## config.mk

```make
export PLATFORM = sky130hd
export DESIGN_NAME = ldm_stm_seq
export DESIGN_NICKNAME = d
export VERILOG_FILES = /design/src/rtl/ldm_stm_seq_pkg.sv /design/src/rtl/ldm_stm_seq_prio_enc16.sv /design/src/rtl/ldm_stm_seq.sv
export SDC_FILE = /design/constraint.sdc
export NUM_CORES = 1
export LEC_CHECK = 0
export ABC_AREA = 1
export BUFFER_PORTS_ARGS = -buffer_cell sky130_fd_sc_hd__buf_2
export CORE_ASPECT_RATIO = 1.2
export CORE_MARGIN = 2
export CORE_UTILIZATION = 54
export DETAILED_ROUTE_END_ITERATION = 16
export PLACE_DENSITY = 0.95
export SLEW_MARGIN = 30
export SYNTH_ARGS = -nofsm -noshare
export SYNTH_HDL_FRONTEND = slang
export SYNTH_HIERARCHICAL = 1
export SYNTH_SLANG_ARGS = --single-unit
export TNS_END_PERCENT = 10
```

## constraint.sdc

```tcl
create_clock -name clock -period 7.24 [get_ports clock]
set_input_delay 0.362 -clock clock [delete_from_list [all_inputs] [get_ports clock]]
set_output_delay 0.362 -clock clock [all_outputs]
set_load 0.005 [all_outputs]
```

## src/rtl/ldm_stm_seq_pkg.sv

```systemverilog
// Shared definitions for the LDM/STM block-transfer sequencer:
// FSM state encoding, register-file constants and the bitmap helper.
package ldm_stm_seq_pkg;

    typedef enum logic [2:0] {
        IDLE   = 3'd0,
        RD_REG = 3'd1,
        MEM    = 3'd2,
        WB     = 3'd3,
        DONE   = 3'd4
    } state_t;

    localparam logic [3:0]  NO_WRITE_SEL = 4'hF;
    localparam logic [31:0] WORD_BYTES   = 32'd4;

    // r15 is never transferred, so it is stripped from every bitmap at start.
    localparam logic [15:0] XFER_MASK    = 16'h7FFF;

    function automatic logic [15:0] clear_bit(input logic [15:0] vec, input logic [3:0] idx);
        return vec & ~(16'h0001 << idx);
    endfunction

endpackage

```

## src/rtl/ldm_stm_seq_prio_enc16.sv

```systemverilog
// 16-bit priority encoder: index of the lowest set bit plus an any-bit-set flag.
module prio_enc16 (
    input  logic [15:0] vec,
    output logic [3:0]  idx,
    output logic        valid
);

    always_comb begin
        // NOTE: every output gets a value before the loop so no path leaves it unassigned (no latch).
        idx   = 4'h0;
        valid = |vec;
        for (int i = 15; i >= 0; i--) begin
            if (vec[i]) begin
                idx = 4'(i);
            end
        end
    end

endmodule

```

## src/rtl/ldm_stm_seq.sv

```systemverilog
// Load/store-multiple sequencer: walks a register bitmap in ascending order,
// moving one word per register between the register file and memory.
module ldm_stm_seq
    import ldm_stm_seq_pkg::*;
(
    input  logic        clock,
    input  logic        not_reset,
    input  logic        start,
    input  logic        is_load,
    input  logic [15:0] reg_list,
    input  logic [31:0] base_addr,
    output logic        busy,
    output logic        done,
    output logic [31:0] final_addr,
    output logic [3:0]  rf_sel_p0,
    input  logic [31:0] rf_p0,
    output logic [3:0]  rf_sel_in,
    output logic [31:0] rf_in_reg,
    output logic        rf_not_enable,
    output logic        mem_req,
    output logic        mem_we,
    output logic [31:0] mem_addr,
    output logic [31:0] mem_wdata,
    input  logic        mem_ack,
    input  logic [31:0] mem_rdata
);

    state_t      state;
    logic [15:0] pending;
    logic [31:0] addr;
    logic        load_q;
    logic [31:0] wdata_q;
    logic [31:0] rdata_q;
    logic [31:0] final_q;

    logic [15:0] req_list;
    logic [15:0] enc_vec;
    logic [15:0] remaining;
    logic [3:0]  cur_idx;
    logic        cur_valid;
    logic [31:0] addr_next;

    assign req_list = reg_list & XFER_MASK;

    // In IDLE the encoder looks at the incoming list so an empty request is
    // recognised in the same cycle; afterwards it tracks the pending bitmap.
    assign enc_vec = (state == IDLE) ? req_list : pending;

    prio_enc16 u_prio (
        .vec   (enc_vec),
        .idx   (cur_idx),
        .valid (cur_valid)
    );

    assign remaining = clear_bit(pending, cur_idx);
    assign addr_next = addr + WORD_BYTES;

    // NOTE: sequential state uses non-blocking assignments so every register samples pre-edge values.
    always_ff @(posedge clock) begin
        if (!not_reset) begin
            state   <= IDLE;
            pending <= '0;
            addr    <= '0;
            load_q  <= 1'b0;
            wdata_q <= '0;
            rdata_q <= '0;
            final_q <= '0;
        end else begin
            case (state)
                IDLE: begin
                    if (start) begin
                        addr    <= base_addr;
                        load_q  <= is_load;
                        pending <= req_list;
                        if (!cur_valid) begin
                            final_q <= base_addr;
                            state   <= DONE;
                        end else if (is_load) begin
                            state <= MEM;
                        end else begin
                            state <= RD_REG;
                        end
                    end
                end

                RD_REG: begin
                    wdata_q <= rf_p0;
                    state   <= MEM;
                end

                MEM: begin
                    if (mem_ack) begin
                        if (load_q) begin
                            rdata_q <= mem_rdata;
                            state   <= WB;
                        end else begin
                            pending <= remaining;
                            addr    <= addr_next;
                            if (remaining != '0) begin
                                state <= RD_REG;
                            end else begin
                                final_q <= addr_next;
                                state   <= DONE;
                            end
                        end
                    end
                end

                WB: begin
                    pending <= remaining;
                    addr    <= addr_next;
                    if (remaining != '0) begin
                        state <= MEM;
                    end else begin
                        final_q <= addr_next;
                        state   <= DONE;
                    end
                end

                DONE: begin
                    state <= IDLE;
                end

                default: begin
                    state <= IDLE;
                end
            endcase
        end
    end

    assign busy          = state inside {RD_REG, MEM, WB};
    assign done          = (state == DONE);
    assign final_addr    = final_q;

    assign mem_req       = (state == MEM);
    assign mem_we        = mem_req & ~load_q;
    assign mem_addr      = addr;
    assign mem_wdata     = wdata_q;

    assign rf_sel_p0     = (state == RD_REG) ? cur_idx : 4'h0;
    assign rf_sel_in     = (state == WB) ? cur_idx : NO_WRITE_SEL;
    assign rf_in_reg     = rdata_q;
    assign rf_not_enable = (state != WB);

endmodule

```

======== After elaboration in Yosys (flattened, before gate mapping) ========
Cells that the tools add are included.
storage, ports and cells
  bits in registers ....................... 148
  logic and storage cells ................. 73
operators by class
  add/subtract/negate cells ............... 1
  eq/ne operators ......................... 9
  shift operators ......................... 1
  muxes and demuxes ....................... 41
  bitwise logic cells ..................... 4
  reduce and logical (&&, ||, !) cells .... 10
operators by type and width
  cell                                                                   count
  32-bit two-way mux                                                     8
  32-bit one-hot mux with 3 select lines                                 2
  4-bit two-way mux                                                      18
  16-bit two-way mux                                                     4
  16-bit one-hot mux with 3 select lines                                 1
  32-bit by 3-bit adder with 32-bit output, second input constant        1
  3-bit two-way mux                                                      6
  16-bit bitwise AND                                                     1
  16-bit NOT                                                             1
  16-bit nonzero test                                                    1
  16-bit OR reduction                                                    1
  1-bit by 4-bit << shifter with 16-bit output, first input constant     1
  3-bit one-hot mux with 4 select lines                                  1
  3-bit by 2-bit equality test with 1-bit output, second input constant  2
  2-bit != test, second input constant                                   3
  3-bit nonzero test                                                     2
  5-bit AND reduction                                                    1
  2-bit AND reduction                                                    2
  4-bit AND reduction                                                    1
  3-bit by 1-bit equality test with 1-bit output, second input constant  1
  3-bit equality test, second input constant                             1
  3-bit logical NOT                                                      1
  3-bit by 2-bit != test with 1-bit output, second input constant        1
  3-bit AND reduction                                                    1
  4 further kinds                                                        4

======== Depth between registers and ports, before layout ========
Gate-level depths: netlist of the first run.
  depth after elaboration ................. 26
  depth in mapped cells ................... 35
  mapped depth without buffers ............ 31

======== Hierarchy ========
The synthesis of the first run kept the hierarchy.
modules (own cells, without submodules)
  module       times used  cells an instance  area each (sq um)
  ldm_stm_seq  1           1080               7199.4
  prio_enc16   1           49                 209.0

======== Least setup slack after synthesis of the first run ========
Ideal clock, no wire load.
  path kind ............................... reg-to-reg
  start ................................... register state[0]
  end ..................................... register final_q[28], in the netlist final_addr[28]
  data arrival time ....................... 3296 ps
  slack ................................... 3831 ps
  cell stages (with the launch flop) ...... 33
  buffers on the path ..................... 4
  clock period less this slack ............ 3409 ps
  cells stage by stage .................... dfxtp_1 nor2_1 nand2_1 clkbuf_1 inv_1 clkbuf_1 nand2_1 nand2_1 inv_1 nand2_1 nand2_1 nand2_1 nand2_1 nand2_1 nand2_1 nand2_1 nand2_1 nand2_1 nand2_1 nand2_1 nand2_1 a21oi_2 buf_4 nand3_1 o21ai_1 nand2_1 nor2_1 nand2_1 o21ai_4 nand2_4 buf_2 nor2_1 nor2_1
between the ends
  elaborated cells on any way between the ends .. 35
  those cells by class .................... eq/ne: 6; shift: 1; mux: 21; bitwise: 2; reduce/logical: 5
RTL lines
  item                                              RTL line                               source
  start, declared                                   ldm_stm_seq.sv:28                      state_t state;
  start signal, assigned                            ldm_stm_seq.sv:61                      state <= IDLE;
  start signal, assigned                            ldm_stm_seq.sv:77                      state <= DONE;
  start signal, assigned                            ldm_stm_seq.sv:79                      state <= MEM;
  3-bit logical NOT (*)                             ldm_stm_seq.sv:47                      assign enc_vec = (state == IDLE) ? req_list : pending;
  16-bit two-way mux (*)                            ldm_stm_seq.sv:47
  named net enc_vec[13]                             ldm_stm_seq.sv:37                      logic [15:0] enc_vec;
  4-bit two-way mux (*) (14 in a row)               ldm_stm_seq_prio_enc16.sv:13           if (vec[i]) begin
  named net cur_idx[0]                              ldm_stm_seq.sv:39                      logic [3:0] cur_idx;
  1-bit by 4-bit << shifter with 16-bit output (*)  ldm_stm_seq_pkg.sv:20                  return vec & ~(16'h0001 << idx);
  16-bit NOT (*)                                    ldm_stm_seq_pkg.sv:20
  16-bit bitwise AND (*)                            ldm_stm_seq_pkg.sv:20
  16-bit nonzero test (*)                           ldm_stm_seq.sv:99, ldm_stm_seq.sv:112
  32-bit two-way mux (*)                            --
  32-bit two-way mux (2 in a row)                   --
  32-bit one-hot mux with 3 select lines (*)        ldm_stm_seq.sv:69                      case (state)
  end signal, assigned                              ldm_stm_seq.sv:76                      final_q <= base_addr;
  end signal, assigned                              ldm_stm_seq.sv:102                     final_q <= addr_next;
  end signal, assigned                              ldm_stm_seq.sv:115                     final_q <= addr_next;
  end, declared                                     ldm_stm_seq.sv:34                      logic [31:0] final_q;
Mark *: on every way through the listed nets, which the timed path passes. The rest lies on a longest branch. The select of a mux whose other input is x is not followed.
A chain may end at the register's enable or synchronous reset.

======== Final worst setup path of the first run ========
  start ................................... register state[1]
  end ..................................... register final_q[30], in the netlist final_addr[30]
between the ends
  elaborated cells on any way between the ends .. 35
  those cells by class .................... eq/ne: 6; shift: 1; mux: 21; bitwise: 2; reduce/logical: 5
RTL lines
  item                                              RTL line
  3-bit logical NOT (*)                             ldm_stm_seq.sv:47
  16-bit two-way mux (*)                            ldm_stm_seq.sv:47
  named net enc_vec[14]                             ldm_stm_seq.sv:37
  4-bit two-way mux (*) (15 in a row)               ldm_stm_seq_prio_enc16.sv:13
  named net cur_idx[0]                              ldm_stm_seq.sv:39
  1-bit by 4-bit << shifter with 16-bit output (*)  ldm_stm_seq_pkg.sv:20
  16-bit NOT (*)                                    ldm_stm_seq_pkg.sv:20
  16-bit bitwise AND (*)                            ldm_stm_seq_pkg.sv:20
  16-bit nonzero test (*)                           ldm_stm_seq.sv:99, ldm_stm_seq.sv:112
  32-bit two-way mux (*)                            --
  32-bit two-way mux (2 in a row)                   --
  32-bit one-hot mux with 3 select lines (*)        ldm_stm_seq.sv:69
Marked as above.

==> results of run 1 <==
metal layers:
metal  vias to the layer above  wire, um  track usage [%]
met1                      3834      8720             35.0
met3                        67      2020             7.63
met4                         0       749             13.5
li1                       4108         -                -
met5                         -         0                0
met2                       466     12000             55.4
worst register-to-register path, delay by kind of cell (launching register included):
kind / cells / cell delay [ns]
buffers and inverters: 2 / 0.54
flip-flops: 1 / 0.42
AND/OR/NAND/NOR: 26 / 2.98
AO/OA/AOI/OAI: 2 / 0.83
logic make-up (layout without fill, tap and decap cells):
kind of cell / count (synthesis) / in the layout
flops: 148 / 148
compound gates: 205 / 205
fa+ha+maj: 1 / 1
xor+xnor: 10 / 10
other cells: 0 / 1
simple gates: 613 / 613
mux: 4 / 4
buf+inv: 148 / 376
area by class of cell:
cell class                 count  area, sq um
tap                          168          210
timing repair buffer         262         1350
sequential                   148         2960
clock inverter                13          194
antenna                        1         2.50
clock buffer                  19          443
multi-input combinational    833         3830
inverter                      82          313
fill                        1041         4000
report_power, final:
part,internal (mW),switching (mW)
registers,1.10,0.221
clock network,0.592,0.367
logic,0.660,1.31
placed cells by master (no fill, tap or decap), types with 13 or more instances in the layout:
master,n
nor2_1,173
a21oi_1,71
a31oi_1,22
dfxtp_1,148
nand4_1,13
nand3_1,93
buf_2,256
inv_1,66
clkbuf_16,17
o21ai_0,93
nand2_1,301
per-stage QoR:
stage | area [sq um] | setup WS, ns | power (mW)
2_1_floorplan | 7410 | 3.83 | 2.68
3_3_place_gp | 8620 | 1.90 | 3.17
3_5_place_dp | 8630 | 2.12 | 3.24
4_1_cts | 9270 | 1.93 | 4.22
5_1_grt | 9300 | 1.94 | 4.55
6_report | 9300 | 2.42 | 4.25
path summary, 6_finish.rpt:
| check | startpoint | end |
|---|---|---|
| min | rf_p0[5] | mem_wdata[5]$_SDFFE_PN0N_ |
| min reg2reg | final_addr[15]$_SDFFE_PN0P_ | final_addr[15]$_SDFFE_PN0P_ |
| max | state[1]$_SDFFE_PN0P_ | final_addr[30]$_SDFFE_PN0P_ |
| max reg2reg | state[1]$_SDFFE_PN0P_ | final_addr[30]$_SDFFE_PN0P_ |
==> impl_metrics.py, run 1 <==
metrics = {
    "run_status": {
        "status": "complete, no violations",
    },
    "clock_tree": {
        "holdBufCountCts": 0,
        "cts_setup_buffers": 0,
        "cts.htree.levels": 4,
        "cts_root_buffer": "clkbuf_16",
        "cts_tree": "yes",
        "clock_latency_ns": 0.43,
        "clock_path_buffers": 2,
        "cts_inserted_buffers": 17,
        "path_clk_slew_ns": 0.06,
        "post_cts_resized": 0,
        "clock_sinks": 148,
    },
    "layout": {
        "postLayoutCoreUtil_pct": 69.9,
        "fin_nets": 1462,
        "instances_no_fill": 1526,
        "layout-drive-gt1-share_pct": 23.8,
        "area_delta_synth_final_pct": 25.5,
    },
    "hold_path": {
        "whs_path_depth": 3,
        "hold_path.class": "in2reg",
    },
    "worst_setup_path": {
        "crit_family": "simple AND/OR/NAND/NOR gates",
        "path_common_cell": "nand2_1",
        "slowest_stage": "nand2_1",
        "critPathRequiredTime_ns": 7.60,
        "start_kind": "register",
        "cp.depth": 30,
        "crit_fanout": 31,
        "cp.arrival_ns": 5.18,
        "critPathMaxStageDelay_ns": 0.56,
        "r2r_cells": 30,
        "r2r_slack_ns": 2.42,
        "critical_path_buf_inv_count": 2,
        "worstSetupPathType": "reg2reg",
        "cp-end-kind": "register",
    },
    "floorplan": {
        "fp.dieW_um": 111,
        "row_count": 46,
        "io_pins": 258,
        "die_y_um": 132,
        "dieArea_sq_um": 14700,
        "start_util_pct": 55.7,
        "placeableCoreArea_sq_um": 13300,
    },
    "synthesis": {
        "synth_compound_area_share_pct": 15.0,
        "netlist.area_leader.share_pct": 40.0,
        "yosysSeqAreaShare_pct": 40.0,
        "synth_cell_type_count": 38,
        "synth_area_per_cell_sq_um": 6.56,
        "synthAdderAreaFrac_pct": 0.169,
        "synth_area_leaders": "dfxtp_1 (40%), nand2_1 (15%), nor2_1 (8.8%)",
        "ys_warn_count": 6,
        "yosys_register_bits": 148,
        "synth_top_family_by_area": "simple AND/OR/NAND/NOR gates",
        "yosysMostFrequentCell": "nand2_1",
        "synth_cells": 1129,
        "synth_xor_area_share_pct": 1.18,
        "synth-edff-count": 0,
        "synthTopCellsByCount": "nand2_1 (303), nor2_1 (173), dfxtp_1 (148)",
        "synthArstFlopShare_pct": 0,
        "synthSimpleGateAreaFrac_pct": 34.5,
        "synth_top_area_cell": "dfxtp_1",
        "synth_flop_cell": "dfxtp_1",
        "syn-num-nets": 1247,
        "synth.cell_area_sq_um": 7410,
        "synthMuxAreaShare_pct": 0.540,
    },
    "placed_design": {
        "place_inst": 1492,
        "place_congestion": 0.984,
        "io_buffers": 256,
        "hpwl_um": 16000,
    },
    "flow_run": {
        "cap_viol_max_count": 0,
    },
    "power_and_ir_drop": {
        "leakage_nw": 4.56,
        "ir_drop_v": 0.000261,
        "power_density_nw_per_um2": 457,
    },
    "drt": {
        "drt_wl_total_um": 23400,
        "wl_per_cell_um": 15.4,
        "drt_iter0_drc": 852,
        "drcViolationCount": 0,
        "antenna_left": 0,
        "via_per_inst": 5.55,
        "dr_total_vias": 8475,
        "firstDrtPassIters": 7,
    },
    "global_routing": {
        "antenna_found_initial": 1,
        "grt_pass1_wl_um": 37500,
        "grt_max_degree": 76,
        "grt_overflow": 0,
        "track_usage_pct": 31.0,
        "grt_pass1_vias": 7989,
    },
    "sta": {
        "whs_ns": 0.153,
        "fmax_ghz": 0.207,
        "rsz0062_at_grt": "false",
        "setup_tns_ns": 0,
        "finalHoldViolations": 0,
        "final.min_clock_period_ns": 4.82,
        "timing.final.crit_share_pct": 66.6,
        "worst_clock_skew_ns": 0.00982,
        "tightest_slew_ns": 0.931,
        "relSlewSlack_pct": 37.5,
        "setup_viol": 0,
        "drv_slew": 0,
    },
}
Note: power is estimated with default switching activity, not from simulation.
==> run 2, diff against run 1 <==
CORE_UTILIZATION = 51   (was 54)
PLACE_DENSITY = 0.92   (was 0.95)
clock period = 4.94 ns   (was 7.24 ns; I/O delays follow)
==> run 2 against run 1 <==
  * Design area is 0.40% lower
  * Clock skew fell by 0.0037 ns
  * Worst setup slack worse by 1.9 ns
  * Combinational power is 46% higher
  * Critical endpoint is now final_addr[20]$_SDFFE_PN0P_
  * Highest routed layer is now met5
==> impl_metrics.py, run 2 (synthesis results as in run 1) <==
metrics = {
    "flow_run": {
        "cap_viol_max_count": 0,
    },
    "floorplan": {
        "fp.dieW_um": 114,
        "start_util_pct": 51.8,
        "row_count": 48,
        "dieArea_sq_um": 15500,
        "die_y_um": 136,
        "placeableCoreArea_sq_um": 14300,
        "io_pins": 258,
    },
    "global_routing": {
        "grt_pass1_wl_um": 36900,
        "grt_overflow": 0,
        "antenna_found_initial": 2,
        "track_usage_pct": 29.6,
        "grt_pass1_vias": 7796,
        "grt_max_degree": 76,
    },
    "placed_design": {
        "place_congestion": 0.971,
        "io_buffers": 256,
        "postPlaceCellArea_sq_um": 8670,
        "hpwl_um": 16400,
    },
    "sta": {
        "worst_clock_skew_ns": 0.00616,
        "fmax_ghz": 0.226,
        "setup_tns_ns": 0,
        "tightest_slew_ns": 0.845,
        "rsz0062_at_grt": "false",
        "timing.final.crit_share_pct": 89.6,
        "relSlewSlack_pct": 43.6,
        "setup_viol": 0,
        "final.min_clock_period_ns": 4.42,
        "finalHoldViolations": 0,
        "drv_slew": 0,
    },
    "layout": {
        "final_cell_area_sq_um": 9260,
        "layout_common_cells": "nand2_1 (301), buf_2 (256), nor2_1 (173)",
        "num-fill-cells": 1260,
        "layout-drive-gt1-share_pct": 24.0,
        "area_delta_synth_final_pct": 25.0,
        "fin_nets": 1466,
        "final_common_cell": "nand2_1",
    },
    "worst_setup_path": {
        "cp-end-kind": "register",
        "slowest_stage": "o21ai_4",
        "r2r_cells": 29,
        "cp.depth": 29,
        "critical_path_buf_inv_count": 2,
        "crit_family": "simple AND/OR/NAND/NOR gates",
        "cp.arrival_ns": 4.79,
        "critPathMaxStageDelay_ns": 0.55,
        "start_kind": "register",
        "worstSetupPathType": "reg2reg",
        "critPathRequiredTime_ns": 5.31,
        "crit_fanout": 31,
        "path_common_cell": "nand2_1",
    },
    "drt": {
        "drt_iter0_drc": 800,
        "dr_total_vias": 8416,
        "drcViolationCount": 0,
        "firstDrtPassIters": 6,
        "via_per_inst": 5.48,
        "antenna_left": 0,
        "drt_wl_total_um": 23400,
        "wl_per_cell_um": 15.2,
    },
    "clock_tree": {
        "path_clk_slew_ns": 0.06,
        "cts_setup_buffers": 0,
        "holdBufCountCts": 0,
        "post_cts_resized": 0,
        "clock_latency_ns": 0.44,
        "clock_path_buffers": 2,
        "cts_root_buffer": "clkbuf_16",
        "clock_sinks": 148,
        "cts_inserted_buffers": 17,
        "cts.htree.levels": 4,
        "cts_tree": "yes",
    },
    "power_and_ir_drop": {
        "combPwrFrac_pct": 47.0,
        "internal-power_mw": 3.30,
        "power_density_nw_per_um2": 660,
        "netSwitchingFraction_pct": 46.0,
        "ir_drop_v": 0.000362,
        "leakage_nw": 4.55,
        "p_seq_share_pct": 31.6,
        "switching_power_mw": 2.81,
        "pwr-share-clk_pct": 21.4,
    },
    "hold_path": {
        "whs_path_depth": 3,
        "hold_path.class": "in2reg",
    },
    "run_status": {
        "status": "complete, no violations",
    },
}
==> run 2: path summary, 6_finish.rpt <==
| kind | start | endpoint | slack (ns) |
|---|---|---|---|
| max | state[0]$_SDFFE_PN0P_ | final_addr[20]$_SDFFE_PN0P_ | 0.52 |
| min | rf_p0[13] | mem_wdata[13]$_SDFFE_PN0N_ | 0.03 |
| max reg2reg | state[0]$_SDFFE_PN0P_ | final_addr[20]$_SDFFE_PN0P_ | 0.52 |
| min reg2reg | rf_in_reg[21]$_SDFFE_PN0P_ | rf_in_reg[21]$_SDFFE_PN0P_ | 0.46 |
==> run 2: area by class of cell <==
| class | count | area (sq um) | area share [%] |
|---|---|---|---|
| multi-input combinational | 833 | 3820 | 41.2 |
| sequential | 148 | 2960 | 32.0 |
| timing repair buffer | 266 | 1360 | 14.6 |
| clock buffer | 17 | 425 | 4.59 |
| inverter | 82 | 313 | 3.38 |
| tap | 175 | 219 | 2.36 |
| clock inverter | 15 | 165 | 1.78 |
| antenna | 1 | 2.50 | 0.0270 |
==> run 2: power groups by stage <==
| stage | Clock, mW | Combinational, mW | Sequential [mW] |
|---|---|---|---|
| floorplan | 0 | 2.00 | 1.92 |
| global placement | 0 | 2.76 | 1.92 |
| detailed placement | 0 | 2.83 | 1.94 |
| CTS | 1.32 | 2.85 | 1.92 |
| global route | 1.37 | 3.24 | 1.98 |
| finish | 1.31 | 2.87 | 1.93 |
==> run 2: worst min-delay path, cell delays in order <==
cell	delay, ns
buf_2	0.07
nor2_1	0.03
nor2_1	0.08
==> run 2: metal layers <==
metal | share of wire, % | global-route usage, % | routed length [um]
met1 | 38 | 33.5 | 8860
met2 | 50 | 50.7 | 11600
met3 | 8.0 | 7.31 | 1860
met4 | 4.2 | 16.6 | 974
met5 | 0.047 | 0 | 11
==> run 2: stage by stage <==
| step | hold WS (ns) | setup slack (ns) | utilization (%) | power (mW) | std cells |
|---|---|---|---|---|---|
| global route | 0.0334 | 0.0240 | 64.8 | 6.59 | 1537 |
| finish | 0.0328 | 0.515 | 64.8 | 6.11 | 1537 |
| global placement | 0.445 | 0.729 | 60.6 | 4.68 | 1504 |
| CTS | 0.0268 | 0.592 | 64.8 | 6.09 | 1536 |
| floorplan | 0.382 | 1.53 | - | 3.93 | 1129 |
| detailed placement | 0.449 | 0.659 | 60.6 | 4.77 | 1504 |
